`config.mk`:
```
export PLATFORM = sky130hd
export DESIGN_NAME = f_fetch_ctrl
export DESIGN_NICKNAME = d
export VERILOG_FILES = /design/src/rtl/f_fetch_ctrl.sv
export SDC_FILE = /design/constraint.sdc
export NUM_CORES = 1
export LEC_CHECK = 0
export BUFFER_PORTS_ARGS = -buffer_cell sky130_fd_sc_hd__buf_2
export CORE_AREA = 2 2 122 171
export DETAILED_ROUTE_END_ITERATION = 6
export DIE_AREA = 0 0 124 173
export PLACE_DENSITY_LB_ADDON = 0.3
export SYNTH_ARGS = -nofsm -noshare
export SYNTH_HDL_FRONTEND = slang
export SYNTH_SLANG_ARGS = --single-unit
```
`constraint.sdc`:
```
create_clock -name clk -period 4.81 [get_ports clk]
set_input_delay 1.443 -clock clk [delete_from_list [all_inputs] [get_ports clk]]
set_output_delay 1.443 -clock clk [all_outputs]
set_load 0.02 [all_outputs]
```
`src/rtl/f_fetch_ctrl.sv`:
```
`default_nettype none
// ============================================================================
// Module   : f_fetch_ctrl
// Purpose  : Fetch-stage controller. Owns the fetch PC, issues one
//            instruction-memory request at a time, buffers returned words
//            with their PCs and presents them to the F/D register under a
//            valid/ready handshake. Redirects flush the buffer and cause any
//            in-flight response to be dropped.
// Revision : 1.0 - initial release
// ============================================================================
module f_fetch_ctrl #(
    parameter logic [31:0] RESET_PC  = 32'h0000_3000,
    parameter int          BUF_DEPTH = 2
) (
    input  logic        clk,
    input  logic        reset,
    output logic        imem_req,
    output logic [31:0] imem_addr,
    input  logic        imem_gnt,
    input  logic        imem_rvalid,
    input  logic [31:0] imem_rdata,
    input  logic        redirect,
    input  logic [31:0] redirect_pc,
    output logic        instr_valid,
    output logic [31:0] instr,
    output logic [31:0] instr_pc,
    input  logic        d_ready
);

    localparam int PTR_W = (BUF_DEPTH > 1) ? $clog2(BUF_DEPTH) : 1;
    localparam int CNT_W = PTR_W + 1;
    localparam logic [CNT_W-1:0] C_DEPTH    = CNT_W'(BUF_DEPTH);
    localparam logic [31:0]      C_PC_ALIGN = {RESET_PC[31:2], 2'b00};

    // REQ: nothing outstanding; WAIT: response will be kept;
    // DROP: response belongs to a flushed path and will be discarded.
    typedef enum logic [1:0] {
        S_REQ  = 2'd0,
        S_WAIT = 2'd1,
        S_DROP = 2'd2
    } state_t;

    state_t             state_q;
    logic [31:0]        fetch_pc_q;
    logic [31:0]        req_pc_q;
    logic [CNT_W-1:0]   count_q, count_d;
    logic [PTR_W-1:0]   rd_ptr_q, rd_ptr_d;
    logic [PTR_W-1:0]   wr_ptr_q, wr_ptr_d;
    logic [31:0]        buf_instr_q [BUF_DEPTH];
    logic [31:0]        buf_pc_q    [BUF_DEPTH];
    logic [31:0]        last_instr_q;
    logic [31:0]        last_pc_q;

    logic issue;
    logic push;
    logic pop;

    // Only word-aligned fetch addresses exist; the low bits are ignored.
    logic unused_redirect_lsb;
    assign unused_redirect_lsb = ^redirect_pc[1:0];

    // Requests are held off during reset and whenever the buffer could not
    // absorb the response.
    assign imem_req  = (state_q == S_REQ) && (count_q < C_DEPTH) && !reset;
    assign imem_addr = fetch_pc_q;
    assign issue     = imem_req && imem_gnt;

    // A response arriving together with a redirect is stale and is dropped.
    assign push = (state_q == S_WAIT) && imem_rvalid && !redirect;

    assign instr_valid = (count_q != '0);
    assign pop         = instr_valid && d_ready;

    // When empty, the outputs keep showing the most recent head entry.
    assign instr    = instr_valid ? buf_instr_q[rd_ptr_q] : last_instr_q;
    assign instr_pc = instr_valid ? buf_pc_q[rd_ptr_q]    : last_pc_q;

    // Request sequencer: state, fetch PC and PC of the outstanding request.
    always_ff @(posedge clk) begin
        if (reset) begin
            state_q    <= S_REQ;
            fetch_pc_q <= C_PC_ALIGN;
            req_pc_q   <= C_PC_ALIGN;
        end else begin
            case (state_q)
                S_REQ: begin
                    if (issue) begin
                        req_pc_q <= fetch_pc_q;
                        state_q  <= redirect ? S_DROP : S_WAIT;
                    end
                end
                S_WAIT: begin
                    if (imem_rvalid) begin
                        state_q <= S_REQ;
                    end else if (redirect) begin
                        state_q <= S_DROP;
                    end
                end
                S_DROP: begin
                    if (imem_rvalid) begin
                        state_q <= S_REQ;
                    end
                end
                default: state_q <= S_REQ;
            endcase

            // A redirect always wins over the sequential increment.
            if (redirect) begin
                fetch_pc_q <= {redirect_pc[31:2], 2'b00};
            end else if (issue) begin
                fetch_pc_q <= fetch_pc_q + 32'd4;
            end
        end
    end

    // Buffer bookkeeping: occupancy and wrapping pointers, cleared on redirect.
    always_comb begin
        count_d  = count_q;
        rd_ptr_d = rd_ptr_q;
        wr_ptr_d = wr_ptr_q;
        if (pop) begin
            rd_ptr_d = rd_ptr_q + PTR_W'(1);
        end
        if (push) begin
            wr_ptr_d = wr_ptr_q + PTR_W'(1);
        end
        case ({push, pop})
            2'b10:   count_d = count_q + CNT_W'(1);
            2'b01:   count_d = count_q - CNT_W'(1);
            default: count_d = count_q;
        endcase
        if (redirect) begin
            count_d  = '0;
            rd_ptr_d = '0;
            wr_ptr_d = '0;
        end
    end

    // Occupancy and pointer registers.
    always_ff @(posedge clk) begin
        if (reset) begin
            count_q  <= '0;
            rd_ptr_q <= '0;
            wr_ptr_q <= '0;
        end else begin
            count_q  <= count_d;
            rd_ptr_q <= rd_ptr_d;
            wr_ptr_q <= wr_ptr_d;
        end
    end

    // Buffer storage; entries are only read while the occupancy says valid.
    always_ff @(posedge clk) begin
        if (push) begin
            buf_instr_q[wr_ptr_q] <= imem_rdata;
            buf_pc_q[wr_ptr_q]    <= req_pc_q;
        end
    end

    // Remember the current head so the outputs stay stable once emptied.
    always_ff @(posedge clk) begin
        if (reset) begin
            last_instr_q <= 32'h0;
            last_pc_q    <= RESET_PC;
        end else if (instr_valid) begin
            last_instr_q <= buf_instr_q[rd_ptr_q];
            last_pc_q    <= buf_pc_q[rd_ptr_q];
        end
    end

endmodule
`default_nettype wire

```
==> metrics.yaml, run 1 <==
num-fill-cells: 1698
grt_pass1_vias: 6189
netlist_area_um2: 9801
setup_viol: 0
power-per-cell-area_nw_per_um2: 389.2
ys.flop_type: "dfxtp_1"
ys_ff_latch: 255
cp-end-kind: "output port"
num_antenna_cells: 0
fp.coreArea_um2: 19840
crit_type: "register to output port"
hpwl_mm: 12.45
worstPathMaxFanout: 33
synthToLayoutAreaGrowth_pct: 19.67
fp.dieW_um: 124
wirelength_mm: 19.40
die_area_um2: 21450
register_area_um2: 6350
cts_setup_buffers: 0
vias: 6574
p_leak_nw: 4.249
via_per_inst: 5.152
rsz0062_at_grt: "false"
synth_top_area_cell: "edfxtp_1"
cts_tree: "built"
cts_max_path_buffers: 3
drt_first_pass_iters: 4
dp.cells: 1231
syn_area_per_cell_um2: 11.37
clk_pin_slew_ns: 0.06
synth.most_common_cell: "nand2_1"
synth_common_cells: "nand2_1 (142), dfxtp_1 (131), edfxtp_1 (124)"
maxCapViolCount: 0
async_flop_share_pct: 0
finalSetupTns_ns: 0
drv_slew: 0
root_buffer: "clkbuf_16"
grt-ovfl-total: 0
antenna_found_initial: 0
vdd_drop_max_uv: 302.7
die_h_um: 173
synth-edff-count: 124
rows: 61
worstPathCellList: "nor2_4, buf_4, nand2_1, o21ai_0, buf_2"
r2r_cells: 6
timing.final.crit_period_ns: 3.795
ant_nets: 0
clock_skew_ns: 0.009669
wl_per_cell_um: 15.21
min-delay-start: "req_pc_q[11]"
ff2ff_setup_slack_ns: 2.29
io_buffers: 163
fmax_mhz: 263.5
fin_crit_sh_pct: 78.90
cp.required_ns: 3.37
reg2reg_from: "count_q[1]"
initial_utilization_pct: 49.39
grt_max_degree: 74
remaining_drc_errors: 0
nNetsFinal: 1078
final_cells: 1276
min_path_type: "register to register"
synth_largest_type_area_fraction_pct: 37.99
grt_pass1_wl_mm: 30.99
relSlewSlack_pct: 24.80
r2r-end: "imem_addr[19]"
worstPathArrival_ns: 2.35
hold_buffers: 0
crit_path_start_kind: "register"
cpMaxStageDelayCell: "nor2_4"
multiInputGateArea_um2: 3241
seq_area_frac_synth_pct: 64.75
place.gp.congestion: 0.8132
cts_sinks: 255
worst_pin_slew_ns: 1.127
hold_depth: 0
synth.distinct_cells: 42
track_usage_pct: 17.92
cp_slowest_stage_delay_ns: 0.60
status: "completed"
yosys-top-cells-area: "edfxtp_1 (38%), dfxtp_1 (27%), mux2i_1 (6.6%)"
pin_count: 168
htreeDepth: 1
synthCells: 862
ctsResizeCount: 0
clock_latency_ns: 0.52
hold_end: "buf_pc_q[0][11]"
drtIter0Drc: 303
drive_above_1_share_pct: 22.27
cts_inserted_buffers: 25
ys_warn_count: 0
hold_viol: 0
-- kinds of logic (layout without fill, tap and decap cells) --
kind of cell | after synthesis | in the layout | share of synthesized area (%)
AO/OA/AOI/OAI | 128 | 128 | 7.162
flip-flops | 255 | 255 | 64.75
other | 1 | 2 | 0.03826
adder cells (fa/ha/maj) | 2 | 2 | 0.2553
XOR/XNOR | 28 | 28 | 2.502
multiplexers | 66 | 66 | 6.753
buffers and inverters | 62 | 223 | 2.477
AND/OR/NAND/NOR | 320 | 320 | 16.06
-- registers in the layout, indices dropped and copies added (netlist names), named ones only --
| signal | flops |
|---|---|
| rd_ptr_q | 1 |
| state_q | 2 |
| buf_instr_q | 64 |
| req_pc_q | 30 |
| imem_addr | 30 |
| buf_pc_q | 60 |
| last_pc_q | 32 |
| last_instr_q | 32 |
| wr_ptr_q | 1 |
| count_q | 2 |
-- per-stage QoR --
stage | hold slack [ns] | utilization [%] | power [mW] | setup WS, ns | instance area, um2
final | 0.4502 | 59.10 | 4.565 | 1.015 | 11730
after global routing | 0.4644 | 59.10 | 4.725 | 0.8287 | 11730
after CTS | 0.4544 | 59.10 | 4.614 | 0.9684 | 11730
after detailed placement | 0.4367 | 54.77 | 2.621 | 1.065 | 10870
after global placement | 0.4306 | 54.77 | 2.615 | 1.077 | 10870
after floorplan | 0.4254 | - | 2.530 | 0.7784 | 9807
-- final cells by class --
cell class                 instances  area share (%)
sequential                       255           54.14
clock buffer                      29           5.995
multi-input combinational        546           27.63
timing repair buffer             173           8.044
clock inverter                    16           1.344
inverter                           5          0.1600
tap                              252           2.688
-- worst max-delay path by stage --
stage / startpoint / end / slack (ns) / cells past startpoint
2_1_floorplan: imem_rvalid / buf_instr_q[0][0] / 0.78 / 3
3_3_place_gp: reset / imem_req / 1.08 / 3
3_5_place_dp: reset / imem_req / 1.07 / 3
4_1_cts: count_q[1] / instr_pc[22] / 0.97 / 5
5_1_grt: count_q[1] / instr_pc[22] / 0.83 / 5
6_report: count_q[1] / instr[3] / 1.01 / 5
-- worst max-delay path, delay by kind of cell (launching register included) --
family | cells | cell delay, ns
AOI/OAI and AO/OA | 1 | 0.13
buffers and inverters | 2 | 0.61
and+or+nand+nor | 2 | 0.67
DFF | 1 | 0.42
-- cells in the final DEF (no fill, tap or decap), types with 2 or more instances in the layout --
cell / instances
dfxtp_1: 130
clkbuf_16: 27
and2_1: 6
nand3b_1: 2
and4_1: 4
clkbuf_8: 2
nor2_4: 2
a211oi_1: 14
o22ai_1: 4
nor2b_1: 63
or2_2: 2
bufinv_16: 2
xnor2_1: 21
nor4_1: 7
conb_1: 2
buf_2: 162
buf_4: 7
nand4_1: 14
buf_12: 4
nor3_1: 18
clkinv_4: 3
nor3b_1: 3
clkinv_2: 5
clkinvlp_4: 5
a21oi_1: 40
nor4_2: 2
o21ai_0: 64
mux2i_1: 65
inv_1: 5
and3_1: 7
ha_1: 2
xor2_1: 7
nor2_1: 31
nand2_1: 142
edfxtp_1: 124
nand3_1: 11
-- layer usage --
| metal | part of all wire (%) | global-route usage (%) | wire (um) | vias up |
|---|---|---|---|---|
| met3 | 5.4 | 3.034 | 1051 | 39 |
| met5 | 0 | 0 | 0 | - |
| met4 | 2.8 | 6.320 | 534 | 0 |
| met2 | 49 | 30.88 | 9521 | 181 |
| li1 | - | - | - | 3310 |
| met1 | 43 | 22.43 | 8294 | 3044 |
-- power by group --
part	leakage [nW]	switching (mW)	internal, mW
Sequential	2.13	0.0426	2.31
Clock	0.413	0.828	1.16
Combinational	1.70	0.138	0.0809
No activity file was read; power rests on OpenSTA's default activity.
==> run 2, diff against run 1 <==
Settings changed: CORE_AREA 2 2 122 171 to 2 2 116 163, DIE_AREA 0 0 124 173 to 0 0 118 165.
Clock period 4.81 ns to 3.9 ns, I/O delays scaled along.
==> run 2 against run 1 <==
Non-clock buffer count rose by 3. Final area up 0.13%. Flip-flop and latch count unchanged. First-iteration DRC count is 35% higher. Cell count fell by 0.78%. Sequential share of layout area down 0.070 points. Clock power increased by 25%.
==> metrics.yaml, run 2 (synthesis gave the netlist of run 1 again) <==
status: "completed"
crit_path_start_kind: "register"
crit_type: "register to output port"
largest-register: "buf_instr_q"
register_area_um2: 6350  # unchanged
grt_pass1_vias: 6369  # +2.9%
synthToLayoutAreaGrowth_pct: 19.83
reg2reg_from: "count_q[1]"
cts_sinks: 255  # unchanged
clock_latency_ns: 0.51  # about the same
clk_pin_slew_ns: 0.07  # about the same
worstPathArrival_ns: 2.26  # -0.09 ns
vdd_drop_max_uv: 307.0  # +1.4%
timing.final.crit_period_ns: 3.432
grt_util_met3_pct: 3.108  # +0.073 points
htreeDepth: 1  # unchanged
final_common_cell: "buf_2"
rows: 58  # -4.9%
via_per_inst: 5.227  # +1.4%
fp.dieW_um: 118  # -4.8%
largest_reg_flops: 64  # unchanged
io_buffers: 163  # unchanged
seqPwrFrac_pct: 51.3  # -0.3 points
cp.required_ns: 2.73  # -0.64 ns
initial_utilization_pct: 54.68  # +5.3 points
cpMaxStageDelayCell: "nor2_4"
hpwl_mm: 12.64  # +1.6%
track_usage_pct: 20.19  # +2.3 points
setup_slack_ns: 0.4677  # -0.5471 ns
p_int_mw: 4.470  # +26%
worstPathCellList: "nor2_4, buf_12, nand2_1, o21ai_0, buf_2"
cp_slowest_stage_delay_ns: 0.60  # about the same
drive_above_1_share_pct: 21.93  # -0.34 points
largestRegisters: "buf_instr_q: 64 flops, buf_pc_q: 60 flops"
clkPwrFrac_pct: 43.9  # +0.3 points
setup_viol: 0  # unchanged
min-delay-start: "req_pc_q[8]"
clock_skew_ns: 0.01032  # +0.0006465 ns
wl_per_cell_um: 15.55  # +2.3%
die_area_um2: 19470  # -9.2%
fp.coreArea_um2: 17920  # -9.7%
wirelength_mm: 19.69  # +1.5%
drv_slew: 0  # unchanged
grt-ovfl-total: 0  # unchanged
grt_max_degree: 75  # +1.4%
nNetsFinal: 1080  # +0.19%
drtIter0Drc: 410  # +35%
cp-end-kind: "output port"
worstPathMaxFanout: 42  # +27%
finalSetupTns_ns: 0  # unchanged
fmax_mhz: 291.4
maxCapViolCount: 0  # unchanged
cts_tree: "built"
place.gp.congestion: 0.8967  # +10%
use_met2_pct: 35.68  # +4.8 points
cp-startpoint: "count_q[1]"
remaining_drc_errors: 0  # unchanged
p_leak_nw: 4.270  # +0.50%
use_met1_pct: 25.27  # +2.8 points
p_sw_mw: 1.190  # +18%
pin_count: 168  # unchanged
final_cell_mix: "buf_2 (162), nand2_1 (142), dfxtp_1 (130)"
worst_pin_slew_ns: 0.8036  # -0.3231 ns
post-place-ws_ns: 0.7684  # -0.2967 ns
relSlewSlack_pct: 46.43  # +22 points
die_h_um: 165  # -4.6%
antenna_found_initial: 0  # unchanged
drt_first_pass_iters: 5  # +1
vias: 6617  # +0.65%
num-fill-cells: 1387  # -18%
busiest_layer: "met2"
fin_crit_sh_pct: 88.01
rsz0062_at_grt: "false"
min_path_type: "register to register"
num_antenna_cells: 0  # unchanged
p_sw_share_pct: 21.03  # -1.1 points
hold_buffers: 0  # unchanged
cts_max_path_buffers: 3  # unchanged
hold_viol: 0  # unchanged
power-per-cell-area_nw_per_um2: 482.0  # +24%
pwr-share-comb_pct: 4.8  # about the same
cts_inserted_buffers: 24  # -4.0%
ant_nets: 0  # unchanged
grt_pass1_wl_mm: 31.85  # +2.8%
root_buffer: "clkbuf_16"
ctsResizeCount: 0  # unchanged
multiInputGateArea_um2: 3241  # unchanged
cts_setup_buffers: 0  # unchanged
run 2: final cells by class:
cell class                      count  area share, %
Tap cell                          240          2.557
Clock buffer                       28          5.508
Timing Repair Buffer              176          8.332
Inverter                            5         0.1598
Sequential cell                   255          54.07
Clock inverter                     16          1.779
Multi-Input combinational cell    546          27.59
run 2: path summary, 6_finish.rpt:
| path | to | slack, ns | depth (start not counted) |
|---|---|---|---|
| setup / recovery | instr_pc[5] | 0.47 | 5 |
| hold / removal | buf_pc_q[1][8] | 0.45 | 0 |
| setup reg to reg | imem_addr[27] | 1.53 | 4 |
| hold reg to reg | buf_pc_q[1][8] | 0.45 | 0 |
run 2: through the flow:
step	area, um2	hold WS (ns)	instances	util [%]	total power, mW
2_1_floorplan	9807	0.4254	863	-	3.121
3_5_place_dp	10890	0.4383	1222	60.74	3.233
3_3_place_gp	10890	0.4323	1222	60.74	3.224
6_report	11740	0.4493	1266	65.52	5.660
5_1_grt	11740	0.4637	1266	65.52	5.862
4_1_cts	11740	0.4529	1266	65.52	5.703
run 2: routing by layer:
metal / share of wire, % / wire [um] / vias up
met5: 0 / 0 / -
met1: 42 / 8302 / 3058
met3: 5.3 / 1038 / 35
met2: 50 / 9903 / 198
met4: 2.3 / 447 / 0
li1: - / - / 3326
run 2: worst max-delay path: cells and delay by family, from the launching register on:
family,cells,cell delay (ns)
AOI/OAI and AO/OA,1,0.12
buffers and inverters,2,0.51
DFF,1,0.41
and+or+nand+nor,2,0.68
run 2: power by group through the flow:
| stage | Sequential, mW | Clock, mW | Combinational, mW |
|---|---|---|---|
| after floorplan | 2.97 | 0 | 0.150 |
| after CTS | 2.90 | 2.53 | 0.275 |
| final | 2.90 | 2.49 | 0.272 |
| after global routing | 2.91 | 2.65 | 0.301 |
| after global placement | 2.96 | 0 | 0.266 |
| after detailed placement | 2.96 | 0 | 0.273 |
==> run 3, diff against run 2 <==
Settings changed: ABC_CLOCK_PERIOD_IN_PS set to 3000, CORE_AREA 2 2 116 163 to 2 2 122 171, DIE_AREA 0 0 118 165 to 0 0 124 173, TNS_END_PERCENT set to 1.
Clock period 3.9 ns to 3 ns, I/O delays scaled along.
==> run 3 against run 2 <==
Die area up 10%. Sequential share of layout area down 0.23 points. Count of clock-buffer cells in the layout up 10. Wire length up 1.6%. Critical path depth unchanged. First-iteration DRC count down 27%. Clock skew down 0.00058 ns. Clock power up 19%. Sequential power up 30%. Non-clock buffer count up 11. Via count up 0.33%. Total power up 25%. Critical path type unchanged. Critical endpoint is now instr_pc[28]. Largest cell class unchanged.
==> metrics.yaml, run 3 (synthesis gave the netlist of run 1 again) <==
worst_pin_slew_ns: 0.8552  # +0.05156 ns
power-per-cell-area_nw_per_um2: 601.5  # +25%
ff2ff_setup_slack_ns: 0.79  # -0.74 ns
wl_met1_mm: 8.265  # -0.45%
remaining_drc_errors: 0  # unchanged
vias: 6639  # +0.33%
cts_sinks: 255  # unchanged
hpwl_mm: 13.13  # +3.8%
whs_ns: 0.4546  # +0.005307 ns
cts_inserted_buffers: 25  # +4.2%
hold_end: "buf_pc_q[1][20]"
fp.coreArea_um2: 19840  # +11%
drtIter0Drc: 299  # -27%
drive_above_1_share_pct: 22.54  # +0.61 points
worstPathArrival_ns: 1.86  # -0.40 ns
crit_top_cell: "buf_4"
die_area_um2: 21450  # +10%
final_util_pct: 59.45  # -6.1 points
pin_count: 168  # unchanged
fin_area_um2: 11800  # +0.45%
final_common_cell: "buf_2"
initial_utilization_pct: 49.39  # -5.3 points
reg2reg_from: "state_q[1]"
timing.final.crit_period_ns: 2.761
largest_reg_flops: 64  # unchanged
maxCapViolCount: 0  # unchanged
rsz0062_at_grt: "false"
vdd_drop_max_uv: 413.8  # +35%
drt_first_pass_iters: 4  # -1
nNetsFinal: 1092  # +1.1%
fin_crit_sh_pct: 92.03
grt-ovfl-total: 0  # unchanged
clk_pin_slew_ns: 0.07  # about the same
htreeDepth: 1  # unchanged
hold_viol: 0  # unchanged
cts_max_path_buffers: 3  # unchanged
synthToLayoutAreaGrowth_pct: 20.36
hold_buffers: 0  # unchanged
crit_path_start_kind: "register"
p_total_mw: 7.095  # +25%
status: "completed"
worstPathMaxFanout: 7  # -83%
largestRegisters: "buf_instr_q: 64 flops, buf_pc_q: 60 flops"
cp_top_family: "buffers and inverters"
io_buffers: 163  # unchanged
min-delay-start: "req_pc_q[20]"
grt_pass1_vias: 6419  # +0.79%
antenna_found_initial: 0  # unchanged
finalSetupTns_ns: 0  # unchanged
met2_length_mm: 10.10  # +2.0%
final_cell_mix: "buf_2 (162), nand2_1 (142), dfxtp_1 (129)"
wirelength_mm: 20.01  # +1.6%
min_path_type: "register to register"
clock_latency_ns: 0.51  # about the same
drv_slew: 0  # unchanged
worstPathCellList: "nor2_4, buf_4, buf_4, o21ai_0, buf_2"
rows: 61  # +5.2%
fp.dieW_um: 124  # +5.1%
r2r_cells: 6  # +2
grt_pass1_wl_mm: 31.86  # about the same
die_h_um: 173  # +4.8%
cp.required_ns: 2.10  # -0.63 ns
place.gp.congestion: 0.8657  # -3.5%
path_buf_inv: 3  # +1
root_buffer: "clkbuf_16"
cts_tree: "built"
crit_type: "register to output port"
relSlewSlack_pct: 42.99  # -3.4 points
hold_depth: 0  # unchanged
fmax_mhz: 362.2
wl_met3_mm: 1.149  # +11%
grt_max_degree: 82  # +9.3%
cp-end-kind: "output port"
routed.top_layer: "met4"
track_usage_pct: 18.46  # -1.7 points
via_per_inst: 5.147  # -1.5%
cp_slowest_stage_delay_ns: 0.42  # -0.18 ns
dpl_cell_area_um2: 10980  # +0.85%
largest-register: "buf_instr_q"
num_antenna_cells: 0  # unchanged
ant_nets: 0  # unchanged
p_leak_nw: 4.300  # +0.70%
setup_viol: 0  # unchanged
r2r-end: "imem_addr[11]"
wl_per_cell_um: 15.51  # -0.27%
cpMaxStageDelayCell: "dfxtp_1"
clock_skew_ns: 0.009731  # -0.0005836 ns
==> run 3: cell count changes in the layout (fill, tap and decap cells not counted), moves of 4 or more <==
cell       previous run  this run
clkbuf_8              1         5
clkbuf_1              2         7
bufinv_16             5         0
buf_4                 9        18
==> run 3: per-layer routing <==
metal	vias up	global-route usage, %
li1	3338	-
met1	3082	22.65
met2	182	32.46
met3	37	3.100
met4	0	6.180
met5	-	0
==> run 3: final cells by class <==
type	count	area, um2
fill	1732	8048
multi-input combinational	546	3241
inverter	5	18.77
sequential	255	6351
clock buffer	38	745.7
clock inverter	7	38.79
tap	252	315.3
timing repair buffer	187	1086
==> run 3: worst max path at each step <==
stage	start	to	slack (ns)	depth (start not counted)
2_1_floorplan	imem_rvalid	buf_instr_q[1][0]	-0.29	2
3_3_place_gp	imem_gnt	imem_addr[11]	0.33	7
3_5_place_dp	imem_gnt	imem_addr[11]	0.30	7
4_1_cts	count_q[1]	instr_pc[28]	0.09	5
5_1_grt	count_q[0]	instr_pc[28]	0.11	5
6_report	count_q[0]	instr_pc[28]	0.24	5
==> run 3: what timing repair did <==
item / CTS / global route
gates resized for setup: 0 / 1
endpoints found under the hold margin: 0 / 0
buffers inserted: 4 / 0
endpoints found under the setup margin: 15 / 2
pin swaps: 1 / 0
cloned: 0 / 0
==> run 3: power by group <==
group	leakage, nW	internal, mW	switching, mW
logic	1.78	0.136	0.225
registers	2.13	3.71	0.0683
clock network	0.384	1.71	1.25
total	4.30	5.55	1.54
==> run 3: worst reg2reg max path: cells and delay by family, from the launching register on <==
family                    cells  cell delay, ns
buffers and inverters         1            0.32
AOI/OAI and AO/OA             1            0.24
xor gates and xnor gates      1            0.17
and+or+nand+nor               3            0.98
DFF                           1            0.39
==> run 3: metrics by stage <==
stage                     setup slack [ns]  cells
after detailed placement            0.2991   1241
final                               0.2390   1290
after global routing                0.1061   1290
after floorplan                    -0.2876    863
after CTS                          0.08991   1290
after global placement              0.3279   1241
